--- config.mk ---
export PLATFORM = sky130hd
export DESIGN_NAME = debounce_4ch
export DESIGN_NICKNAME = d
export VERILOG_FILES = /design/src/rtl/debounce_4ch.sv
export SDC_FILE = /design/constraint.sdc
export NUM_CORES = 1
export LEC_CHECK = 0
export ABC_AREA = 1
export CORE_AREA = 4 4 90 92
export DETAILED_ROUTE_END_ITERATION = 10
export DIE_AREA = 0 0 94 96
export PLACE_DENSITY = 0.85
export SYNTH_ARGS = -nofsm -noshare
export SYNTH_HDL_FRONTEND = slang
export SYNTH_SLANG_ARGS = --single-unit
--- constraint.sdc ---
create_clock -name clk -period 2 [get_ports clk]
set_input_delay 0.4 -clock clk [delete_from_list [all_inputs] [get_ports clk]]
set_output_delay 0.4 -clock clk [all_outputs]
set_load 0.01 [all_outputs]
--- src/rtl/debounce_4ch.sv ---
// Four-channel synchroniser + debouncer with a highest-index-wins press filter.
// Outputs are registered; press/multi pulse for one cycle on a debounced rise.
module debounce_4ch #(
  parameter int DEBOUNCE_CYCLES = 16,
  parameter int CNT_W           = 16
) (
  input  logic       clk,
  input  logic       rst_n,
  input  logic [3:0] raw_in,
  output logic [3:0] level,
  output logic [3:0] press,
  output logic       multi
);

  localparam logic [CNT_W-1:0] CNT_MAX = CNT_W'(DEBOUNCE_CYCLES - 1);
  localparam logic [CNT_W-1:0] CNT_ONE = CNT_W'(1);

  logic [3:0]       sync1_q, sync2_q;
  logic [3:0]       level_q, level_d;
  logic [3:0]       press_q, press_d;
  logic             multi_q, multi_d;
  logic [CNT_W-1:0] cnt_q [4];
  logic [CNT_W-1:0] cnt_d [4];
  logic [3:0]       rise;
  logic [2:0]       rise_cnt;

  always_comb begin
    level_d  = level_q;
    press_d  = 4'b0000;
    rise_cnt = 3'd0;
    for (int i = 0; i < 4; i++) begin
      cnt_d[i] = cnt_q[i];
      if (sync2_q[i] == level_q[i]) begin
        cnt_d[i] = '0;
      end else if (cnt_q[i] == CNT_MAX) begin
        level_d[i] = sync2_q[i];
        cnt_d[i]   = '0;
      end else begin
        cnt_d[i] = cnt_q[i] + CNT_ONE;
      end
    end
    rise = level_d & ~level_q;
    // Ascending scan so the highest rising channel is the one left in press_d.
    for (int i = 0; i < 4; i++) begin
      rise_cnt = rise_cnt + {2'b00, rise[i]};
      if (rise[i]) begin
        press_d    = 4'b0000;
        press_d[i] = 1'b1;
      end
    end
    multi_d = (rise_cnt >= 3'd2);
  end

  always_ff @(posedge clk) begin
    if (!rst_n) begin
      sync1_q <= 4'b0000;
      sync2_q <= 4'b0000;
      level_q <= 4'b0000;
      press_q <= 4'b0000;
      multi_q <= 1'b0;
      for (int i = 0; i < 4; i++) cnt_q[i] <= '0;
    end else begin
      sync1_q <= raw_in;
      sync2_q <= sync1_q;
      level_q <= level_d;
      press_q <= press_d;
      multi_q <= multi_d;
      for (int i = 0; i < 4; i++) cnt_q[i] <= cnt_d[i];
    end
  end

  assign level = level_q;
  assign press = press_q;
  assign multi = multi_q;

endmodule

==> impl_metrics.csv <==
group,metric,value,unit
clocking,cts_hold_buf,0,
synth,yosys.area.top_type,"dfxtp_1",
setup_path,start_kind,"register",
placed_design,dp_cells,640,
synth,yosysSeqAreaShare,42.0,%
drt,ant_nets,0,
setup_path,slowest_stage,"fa_1",
cells_and_area,final_util,60.3,%
sta,final-max-slew-violation-count,0,
global_routing,grt_overflow,0,
sta,finalClockSkew,0.0113,ns
sta,timing.fmax,0.532,GHz
setup_path,cpPeakStageDelay,0.45,ns
setup_path,path_buf_inv,1,
synth,synth-edff-count,0,
clocking,cts_tree,"built",
drt,wirelength,7380,um
clocking,clk_latency,0.34,ns
setup_path,crit-reg2reg-launch,"cnt_q[0][1]",
power_and_ir_drop,powerDensity,632,nW/um^2
cells_and_area,design.final.nets,566,
sta,hold_viol,0,
placed_design,numPortBuffers,14,
placed_design,post-place-ws,-0.000811,ns
drt,drt_drc_violations_left,0,
die,ioPinCount,15,
synth,ys.flop_type,"dfxtp_1",
clocking,root_buffer,"clkbuf_8",
setup_path,cp-end-kind,"register",
clocking,htree_levels,3,
cells_and_area,fin_cells,658,
synth,yosysMostFrequentCell,"nand2_1",
drt,drt_iter0_markers,144,
sta,fin_crit,1.88,ns
synth,syn_avg_cell_area,7.31,sq um
clocking,clk_pin_slew_worst_paths,0.08,ns
synth,ys_types,32,
global_routing,grt_use_total,18.0,%
synth,synth_top_area_share,42.0,%
global_routing,grt_pass1_wl,13100,um
synth,synth-seq-cells,81,
die,initial_core_util,53.5,%
die,die-height,96,um
die,die_w,94,um
setup_path,crit_family,"adder cells",
run_status,status,"completed",
sta,relSlewSlack,70.4,%
sta,period_share,94.1,%
setup_path,cp.arrival,2.16,ns
cells_and_area,fin_area,4350,sq um
sta,fin_ws,0.119,ns
global_routing,antenna_found_initial,0,
sta,hold_ws,0.428,ns
synth,netlist_instances,528,
placed_design,routabilityCongestion,0.897,
cells_and_area,area_growth,12.7,%
synth,synth.area.top_cells,"dfxtp_1 (42%), nand2_1 (9.6%), nor2_1 (9.1%), inv_1 (5.9%), a21oi_1 (4.8%)",
clocking,numCtsBuffers,9,
setup_path,cp_max_fo,3,
placed_design,place_area,4110,sq um
cells_and_area,antennaDiodeCount,0,
drt,vias,3359,
synth,syn_nets,539,
setup_path,path_class,"reg2reg",
die,rows,31,
die,die_area,9020,sq um
cells_and_area,drive_above_1_share,12.5,%
setup_path,crit_chain,"ha_2 -> nand3_4 -> nor2_4 -> nand3_4 -> nor2_4 -> nand2_1 -> fa_1 -> inv_1 -> nand3_2 -> a21oi_2",
sta,tightest_slew,0.440,ns
worst_hold_path,hold_class,"reg2reg",
drt,avgRoutedWirePerCell,11.2,um
power_and_ir_drop,finalPower,2.75,mW
synth,ys_warn_count,0,
clocking,clock_path_buffers,2,
worst_hold_path,min_from,"sync1_q[3]",
synth,synth_area,3860,sq um
setup_path,cp.required,2.28,ns
sta,fin_setup_tns,0,ns
drt,firstDrtPassIters,5,
run,maxCapViolCount,0,
placed_design,dp_hpwl,5500,um
sta,setup_violations,0,
synth,async_reset_ff_share,0,%
clocking,cts.sinks,81,
power_and_ir_drop,ir_drop,0.453,mV
power_and_ir_drop,leakage,1.52,nW
setup_path,worstSetupStartpoint,"cnt_q[0][1]",
drt,via_per_inst,5.10,
cells_and_area,n_fill_cell,649,
global_routing,grt_pass1_vias,3209,
global_routing,grt_max_degree,17,
die,core_area,7210,sq um
synth,yosys-top-cells-count,"nand2_1 (99), nor2_1 (94), dfxtp_1 (81)",
final cells by class:
| type | count | area, sq um | share of cell area (%) |
|---|---|---|---|
| Timing Repair Buffer | 21 | 193 | 4.43 |
| Inverter | 64 | 240 | 5.52 |
| Multi-Input combinational cell | 378 | 1990 | 45.7 |
| Sequential cell | 81 | 1620 | 37.3 |
| Tap cell | 99 | 124 | 2.85 |
| Clock inverter | 4 | 28.8 | 0.661 |
| Clock buffer | 11 | 151 | 3.48 |
where the power goes:
group          total, mW  switching [mW]  internal [mW]
clock               1.08           0.565          0.512
combinational     0.0466          0.0275         0.0191
sequential          1.63         0.00638           1.62
sequential cells by signal, indices dropped and copies added, names as in the netlist:
register and flops:
sync2_q 4, sync1_q 4, cnt_q 64, press 4, multi 1, level 4
worst register-to-register path, cell delays in order, from the launching register on:
cell,delay (ns)
dfxtp_2,0.34
ha_2,0.20
nand3_4,0.10
nor2_4,0.16
nand3_4,0.10
nor2_4,0.11
nand2_1,0.08
fa_1,0.45
inv_1,0.08
nand3_2,0.07
a21oi_2,0.11
cells in the final DEF (no fill, tap or decap), types with 3 or more instances in the layout:
| cell type | count |
|---|---|
| nand2_1 | 99 |
| nor2_1 | 92 |
| dfxtp_1 | 79 |
| inv_1 | 61 |
| a21oi_1 | 37 |
| nand3_1 | 23 |
| nor3_1 | 21 |
| nand4_1 | 18 |
| clkdlybuf4s50_1 | 14 |
| xor2_1 | 13 |
| clkbuf_8 | 11 |
| nand2_2 | 9 |
| or2_0 | 8 |
| o21ai_0 | 7 |
| buf_4 | 7 |
| nor2_2 | 6 |
| nand3_2 | 6 |
| xnor2_1 | 5 |
| nor3_2 | 4 |
| or2_2 | 4 |
| nor3b_1 | 4 |
| nor2_4 | 3 |
| inv_2 | 3 |
| nor3_4 | 3 |
| a21oi_2 | 3 |
| ha_1 | 3 |
kinds of logic (layout without fill, tap and decap cells):
group,Yosys count,count (layout),synth area share (%)
adder cells (fa/ha/maj),5,5,1.82
buffers and inverters,69,100,7.39
AND/OR/NAND/NOR,307,307,38.2
AO/OA/AOI/OAI,48,48,6.52
flip-flops,81,81,42.0
XOR/XNOR,18,18,4.08
path summary, 6_finish.rpt:
check               endpoint  slack (ns)  depth (start not counted)
setup / recovery       multi        0.12                         10
hold / removal    sync2_q[3]        0.43                          2
setup reg to reg       multi        0.12                         10
hold reg to reg   sync2_q[3]        0.43                          2
metal layers:
metal / wire length (um) / GRT usage, %
met5: 0 / 0
met4: 119 / 8.30
met3: 237 / 3.60
met2: 3700 / 32.0
met1: 3330 / 20.8
repair_timing:
| item | CTS | global route |
|---|---|---|
| resized for setup | 1 | 9 |
| buffers inserted | 0 | 3 |
| endpoints found under the setup margin | 1 | 1 |
| pin swaps | 0 | 3 |
Note: power is estimated with default switching activity, not from simulation.
